## src/rtl/feedback_monitor.sv

```systemverilog
// feedback_monitor: decodes game feedback bytes into status flags, frame stats and a wait-for-flag handshake
// Optional stale timer compiled in with `define FEEDBACK_STALE_TIMER_EN
module feedback_monitor #(
    parameter int unsigned STALE_CYCLES = 153600
) (
    input  logic       clock,
    input  logic       reset_n,
    input  logic [7:0] dataOut_bits,
    input  logic       dataOut_valid,
    input  logic       script_mode,
    output logic       traveler_in_front_of_target_machine,
    output logic       traveler_has_item_in_hand,
    output logic       target_machine_is_processing,
    output logic       target_machine_has_item,
    output logic       fb_update,
    output logic       fb_changed,
    output logic [7:0] fb_count,
    output logic [7:0] bad_count,
    output logic       status_stale,
    input  logic       wait_req,
    input  logic [1:0] wait_sel,
    input  logic       wait_level,
    input  logic       wait_cancel,
    output logic       wait_busy,
    output logic       wait_done,
    output logic       wait_ok
);
    typedef enum logic [1:0] {IDLE, ARMED, DONE} state_t;

    state_t     r_state;
    state_t     w_state_nxt;
    logic       r_prev_valid;
    logic [3:0] r_flags;
    logic       r_fb_update;
    logic       r_fb_changed;
    logic [7:0] r_fb_count;
    logic [7:0] r_bad_count;
    logic [1:0] r_sel;
    logic       r_level;
    logic       r_ok;
    logic       w_take;
    logic       w_fb;
    logic       w_bad;
    logic [3:0] w_frame_flags;
    logic       w_match;
    logic       w_arm;
    logic       w_hit;
    logic       w_stale;
    logic       w_stale_abort;
    logic       w_unused;

    // Bits [7:6] of a frame carry nothing for this block.
    assign w_unused      = &{1'b0, dataOut_bits[7:6]};
    assign w_take        = dataOut_valid & ~r_prev_valid & ~script_mode;
    assign w_fb          = w_take & (dataOut_bits[1:0] == 2'b01);
    assign w_bad         = w_take & (dataOut_bits[1:0] != 2'b01);
    assign w_frame_flags = dataOut_bits[5:2];
    assign w_match       = w_frame_flags[r_sel] == r_level;

    // Edge detector: one acceptance per high period of the UART valid level.
    always_ff @(posedge clock) begin
        if (!reset_n)
            r_prev_valid <= 1'b0;
        else
            r_prev_valid <= dataOut_valid;
    end

    // Flag latch and frame statistics, all updated the cycle after acceptance.
    always_ff @(posedge clock) begin
        if (!reset_n) begin
            r_flags      <= 4'd0;
            r_fb_update  <= 1'b0;
            r_fb_changed <= 1'b0;
            r_fb_count   <= 8'd0;
            r_bad_count  <= 8'd0;
        end else begin
            r_fb_update  <= w_fb;
            r_fb_changed <= w_fb & (w_frame_flags != r_flags);
            if (w_fb) begin
                r_flags    <= w_frame_flags;
                r_fb_count <= r_fb_count + 8'd1;
            end
            if (w_bad && r_bad_count != 8'hFF)
                r_bad_count <= r_bad_count + 8'd1;
        end
    end

`ifdef FEEDBACK_STALE_TIMER_EN
    localparam int unsigned          CW    = $clog2(STALE_CYCLES + 1);
    localparam logic [CW-1:0]        LIMIT = CW'(STALE_CYCLES);

    logic [CW-1:0] r_stale_cnt;
    logic          r_stale_q;

    assign w_stale       = r_stale_cnt == LIMIT;
    assign w_stale_abort = w_stale & ~r_stale_q;

    // Staleness counter: frozen during script download, cleared by any feedback frame.
    always_ff @(posedge clock) begin
        if (!reset_n) begin
            r_stale_cnt <= '0;
            r_stale_q   <= 1'b0;
        end else begin
            r_stale_q <= w_stale;
            if (w_fb)
                r_stale_cnt <= '0;
            else if (!script_mode && r_stale_cnt != LIMIT)
                r_stale_cnt <= r_stale_cnt + 1'b1;
        end
    end
`else
    logic w_unused_stale;

    assign w_unused_stale = STALE_CYCLES == 0;
    assign w_stale        = 1'b0;
    assign w_stale_abort  = 1'b0;
`endif

    // Wait FSM state register.
    always_ff @(posedge clock) begin
        if (!reset_n)
            r_state <= IDLE;
        else
            r_state <= w_state_nxt;
    end

    // Wait FSM next state: cancel beats a match, a match beats a stale abort.
    always_comb begin
        w_state_nxt = r_state;
        w_arm       = 1'b0;
        w_hit       = 1'b0;
        unique case (r_state)
            IDLE: begin
                if (wait_req) begin
                    w_state_nxt = ARMED;
                    w_arm       = 1'b1;
                end
            end
            ARMED: begin
                if (wait_cancel)
                    w_state_nxt = IDLE;
                else if (w_fb && w_match) begin
                    w_state_nxt = DONE;
                    w_hit       = 1'b1;
                end else if (w_stale_abort)
                    w_state_nxt = DONE;
            end
            DONE:    w_state_nxt = IDLE;
            default: w_state_nxt = IDLE;
        endcase
    end

    // Wait parameters captured at arming; result held until the next arm.
    always_ff @(posedge clock) begin
        if (!reset_n) begin
            r_sel   <= 2'd0;
            r_level <= 1'b0;
            r_ok    <= 1'b0;
        end else if (w_arm) begin
            r_sel   <= wait_sel;
            r_level <= wait_level;
            r_ok    <= 1'b0;
        end else if (w_hit)
            r_ok <= 1'b1;
    end

    assign traveler_in_front_of_target_machine = r_flags[0];
    assign traveler_has_item_in_hand           = r_flags[1];
    assign target_machine_is_processing        = r_flags[2];
    assign target_machine_has_item             = r_flags[3];
    assign fb_update                           = r_fb_update;
    assign fb_changed                          = r_fb_changed;
    assign fb_count                            = r_fb_count;
    assign bad_count                           = r_bad_count;
    assign status_stale                        = w_stale;
    assign wait_busy                           = r_state == ARMED;
    assign wait_done                           = r_state == DONE;
    assign wait_ok                             = r_ok;
endmodule

```

## config.mk

```make
export PLATFORM = sky130hd
export DESIGN_NAME = feedback_monitor
export DESIGN_NICKNAME = d
export VERILOG_FILES = /design/src/rtl/feedback_monitor.sv
export SDC_FILE = /design/constraint.sdc
export NUM_CORES = 1
export LEC_CHECK = 0
export ABC_AREA = 1
export CAP_MARGIN = 25
export CORE_MARGIN = 2
export CORE_UTILIZATION = 35
export CTS_BUF_LIST = sky130_fd_sc_hd__clkbuf_8
export DETAILED_ROUTE_END_ITERATION = 8
export DONT_BUFFER_PORTS = 1
export SETUP_SLACK_MARGIN = 0.2
export SLEW_MARGIN = 10
export SYNTH_ARGS = -nofsm -noshare
export SYNTH_HDL_FRONTEND = slang
export SYNTH_SLANG_ARGS = --single-unit
```

## constraint.sdc

```tcl
create_clock -name clock -period 1.5 [get_ports clock]
set_clock_uncertainty 0.15 [all_clocks]
set_input_delay 0.3 -clock clock [delete_from_list [all_inputs] [get_ports clock]]
set_output_delay 0.3 -clock clock [all_outputs]
set_load 0.01 [all_outputs]
```

Yosys cells after proc, flatten, opt, wreduce, memory -nomap -nowiden
Index checks and enable logic that the tools add are counted.
{"block": "word_totals", "elab_cells": 46, "input_bits": 17, "output_inout_bits": 26, "reg_bits": 29}
{"block": "classes", "n_lt_le_gt_ge": 1, "addsub": 2, "n_bitwise": 8, "n_reduce_logical": 5, "eq_ne": 9, "mux": 11}
{"operator": "adder 8 x 1 -> 8 bit, second input constant", "n": 2}
{"operator": "inequality test 8 bit, second input constant", "n": 1}
{"operator": "two-way mux 1 bit", "n": 6}
{"operator": "two-way mux 2 bit", "n": 3}
{"operator": "AND 1 bit", "n": 5}
{"operator": "== test 2 x 1 -> 1 bit, second input constant", "n": 2}
{"operator": "inequality test 4 bit", "n": 1}
{"operator": "one-hot mux 2 bit (2 select lines)", "n": 1}
{"operator": "< comparator 2 x 3 -> 1 bit, second input constant", "n": 1}
{"operator": "inequality test 3 x 2 -> 1 bit, second input constant", "n": 1}
{"operator": "inverter 1 bit", "n": 3}
{"operator": "binary-select mux 1 bit (select 2 bit)", "n": 1}
{"operator": "== test 2 bit, second input constant", "n": 1}
{"operator": "logical AND 1 bit", "n": 2}
{"operator": "zero test 2 bit", "n": 1}
{"operator": "inequality test 2 x 1 -> 1 bit, second input constant", "n": 1}
{"operator": "inequality test 2 bit, second input constant", "n": 1}
{"operator": "AND reduction 2 bit", "n": 1}
{"operator": "OR reduction 2 bit", "n": 1}
{"operator": "== test 1 bit", "n": 1}

Depth between registers and ports, before layout
Gate-level depths: netlist of the first run.
{"block": "depth", "word_depth": 8, "mapped_depth": 9, "mapped_depth_nobuf": 9}

Worst setup path before layout of the first run
OpenSTA, ideal clock, no wires.
{"block": "synth_path", "path_type": "reg-to-reg", "from": "register r_bad_count[0] (netlist: bad_count[0])", "to": "register r_bad_count[0] (netlist: bad_count[0])", "arrival_time_ps": 1241, "synth_period_minus_slack_ps": 1517, "path_stages_with_launch": 9, "setup_ps": 126, "required_ps": 1224, "n_path_buf": 0, "setup_slack_ps": -17, "cell_sequence": "dfxtp_1 -> ha_1 -> nand3_1 -> nor2_4 -> nand2_2 -> nand2_4 -> inv_4 -> o21ai_1 -> a21oi_1"}
{"block": "synth_between", "elab_chain_len": 2, "elab_cells_between_ends": 3, "classes_between": "add/sub (1); eq/ne (1); reduce/logical (1)"}
{"item": "start: declaration", "line": "37", "source": "logic [7:0] r_bad_count;"}
{"item": "start signal: assignment", "line": "84", "source": "r_bad_count <= r_bad_count + 8'd1;"}
{"item": "parallel branches: the longest is 2 deep, another holds adder 8 x 1 -> 8 bit"}
Parallel ways; which one is timed is not known.
A chain may end at the register's enable or synchronous reset.

Final worst setup path of the first run
{"block": "layout_path", "from": "register r_bad_count[0] (netlist: bad_count[0])", "to": "register r_bad_count[3] (netlist: bad_count[3])"}
The elaborated chain is that of the path after synthesis.

==> flow_summary.yaml, run 1 <==
outcome:
  status: "complete, but fails checks"
  violations: "negative hold slack"
min_path:
  min_from: "reset_n"
  hold_end: "r_prev_valid"
  min_path_cells: 2
  hold_class: "in2reg"
cells_and_area:
  final_cell_area_um2: 1830
  final_core_util_pct: 46.4
  mostFrequentLayoutCell: "nand2_1"
  antennaDiodeCount: 0
  syn_to_final_growth_pct: 29.5
  multi_input_area_um2: 863
  fill_cells: 390
  post_route_cells_drive_above_1_share_pct: 29.3
  layout_common_cells: "35 x nand2_1, 19 x inv_1, 19 x nor2_1, 19 x dfxtp_1, 13 x a21oi_1"
  final_nets: 226
  final_cells: 258
  seqCellArea_um2: 608
pwr:
  comb_power_share_pct: 7.2
  switching_power_mw: 0.370
  power.density_nw_per_um2: 850
  p_total_mw: 1.56
  clockPowerShare_pct: 41.0
  p_int_mw: 1.19
  p_leak_nw: 0.730
  max-vdd-ir-drop_mv: 0.599
  switching_share_pct: 23.8
  seqPwrFrac_pct: 51.8
worst_setup_path:
  worstPathArrival_ns: 1.47
  r2r_setup_slack_ns: 0.04
  critPathRequiredTime_ns: 1.52
  r2r-start: "bad_count[0]"
  endpoint_kind: "flip-flop"
  crit_type: "reg2reg"
  crit_fanout: 8
  worstReg2RegEnd: "bad_count[3]"
  crit_path_start_kind: "flip-flop"
  cp-startpoint: "bad_count[0]"
  r2r.worst_path.cells: 8
die:
  fp.dieW_um: 67.6
  core_area_um2: 3940
  rows: 23
  start_util_pct: 35.9
  dieArea_um2: 4560
  die_h_um: 67.6
  io_pins: 43
clock_tree:
  postCtsHoldBufs: 1
  clkTransAtPathRegs_ns: 0.06
  cts.sinks: 29
  cts_tree: "built"
  cts-buffers-inserted: 5
  ctsRootBufferMaster: "clkbuf_8"
  clkLatencyLatePin_ns: 0.27
  htree_levels: 2
  cts_buffer_depth: 2
timing:
  setup_viol: 0
  tns_ns: 0
  layout_setup_ws_ns: 0.0430
  hold_viol_final: 5
  min_period_over_period_pct: 97.1
  layout_min_cycle_time_ns: 1.46
  rsz0062_at_grt: "true"
  drv_slew: 0
  whs_ns: -0.0238
  timing.fmax_mhz: 686
yosys:
  synth_area_per_cell_um2: 7.40
  synth_seq_cells: 29
  synth_nets: 210
  synthCells: 191
  synth_warnings: 0
  synth.distinct_cells: 31
  ys_seq_area_share_pct: 41.1
  syn-cell-area_um2: 1410
grt:
  grt_overflow: 0
  grt_pass1_vias: 1116
  grt_pass1_wl_um: 4910
  grt_max_degree: 21
  grt_use_total_pct: 14.5
  grt_antenna_before_repair: 0
drt:
  viasPerCell: 4.85
  ant_nets: 0
  initialDrtViolationCount: 50
  dr_total_vias: 1251
  routed_wl_um: 3190
  first_pass_iters: 4
  wire_per_inst_um: 12.4
  drc: 0
place:
  place_inst: 246
  hpwl_um: 2100
  io_buffer_count: 0
  place_area_um2: 1550
  gp_congestion: 0.740
  post-place-ws_ns: 0.0566
flow_run:
  maxCapViolations: 0
==> routing by layer <==
metal / part of all wire, % / global-route usage, % / vias to the layer above
met2: 49 / 22.9 / 30
met3: 6.3 / 6.33 / 5
met4: 1.5 / 6.12 / 0
met1: 44 / 16.9 / 573
li1: - / - / 643
met5: 0 / 0 / -
==> cell usage after synthesis, drive strengths merged <==
cell type	n	area, µm²
nand2	42	170
dfxtp	29	581
nor2	26	123
inv	21	81.3
a21oi	17	85.1
o21ai	13	65.1
nand3	12	60.1
xnor2	5	43.8
xor2	5	43.8
buf	4	33.8
nor3	4	20.0
ha	2	25.0
nand4	2	27.5
and3	1	6.26
clkbuf	1	3.75
clkinv	1	3.75
conb	1	3.75
nand3b	1	7.51
nor3b	1	7.51
o21a	1	7.51
o21bai	1	7.51
o31ai	1	7.51
==> layout make-up <==
class	instances	area share, %
multi-input cells	135	47.2
flip-flops and latches	29	33.2
repair buffers	14	6.08
inverters	22	5.19
clock buffers	6	4.51
well taps	50	3.42
clock inverters	2	0.410
==> cell families after synthesis <==
kind of cell / Yosys count / synth area share (%)
AO/OA/AOI/OAI: 33 / 12.2
XOR/XNOR: 10 / 6.19
adder cells (fa/ha/maj): 2 / 1.77
buffers and inverters: 27 / 8.67
flip-flops: 29 / 41.1
other: 1 / 0.265
AND/OR/NAND/NOR: 89 / 29.8
==> power by group through the flow <==
| stage | Clock (mW) | Combinational, mW | Sequential, mW |
|---|---|---|---|
| detailed placement | 0 | 0.0978 | 0.827 |
| CTS | 0.668 | 0.103 | 0.810 |
| finish | 0.638 | 0.113 | 0.806 |
| global placement | 0 | 0.0964 | 0.827 |
| floorplan | 0 | 0.0932 | 0.823 |
| global route | 0.705 | 0.132 | 0.808 |
==> registers in the layout, indices dropped and copies added, names as in the netlist <==
register      flops
fb_count          8
r_prev_valid      1
bad_count         8
r_state           2
fb_update         1
r_flags           4
wait_ok           1
r_level           1
r_sel             2
fb_changed        1
==> worst max path at each step <==
stage	to	slack (ns)	cells past startpoint
2_1_floorplan	bad_count[0]	0.15	8
3_3_place_gp	bad_count[0]	0.07	8
3_5_place_dp	bad_count[0]	0.06	8
4_1_cts	bad_count[5]	0.05	8
5_1_grt	bad_count[5]	-0.03	9
6_report	bad_count[3]	0.04	8
==> repair_timing <==
item | 4_1_cts | 5_1_grt
endpoints found under the setup margin | 16 | 21
pin swaps | 4 | 10
hold endpoints to repair | 14 | 8
resized for setup | 11 | 34
gates cloned | 0 | 0
setup buffers | 1 | 2
==> critical path, stage by stage, from the launching register on <==
cell and delay, ns:
dfxtp_4 0.37, ha_4 0.17, nand3_4 0.08, nor2_4 0.05, nand2_4 0.08, nand2_8 0.09, buf_4 0.15, nor3b_2 0.14
nor2_1 0.06
(Power assumes the default switching activity.)
==> run 2, diff against run 1 <==
--- a/config.mk
+++ b/config.mk
@@ -6,7 +6,6 @@
 export NUM_CORES = 1
 export LEC_CHECK = 0
 export ABC_AREA = 1
-export CAP_MARGIN = 25
 export CORE_MARGIN = 2
 export CORE_UTILIZATION = 35
 export CTS_BUF_LIST = sky130_fd_sc_hd__clkbuf_8
==> results of run 2 <==
Same layout as run 1: the final DEF is identical, and so are final timing and power.
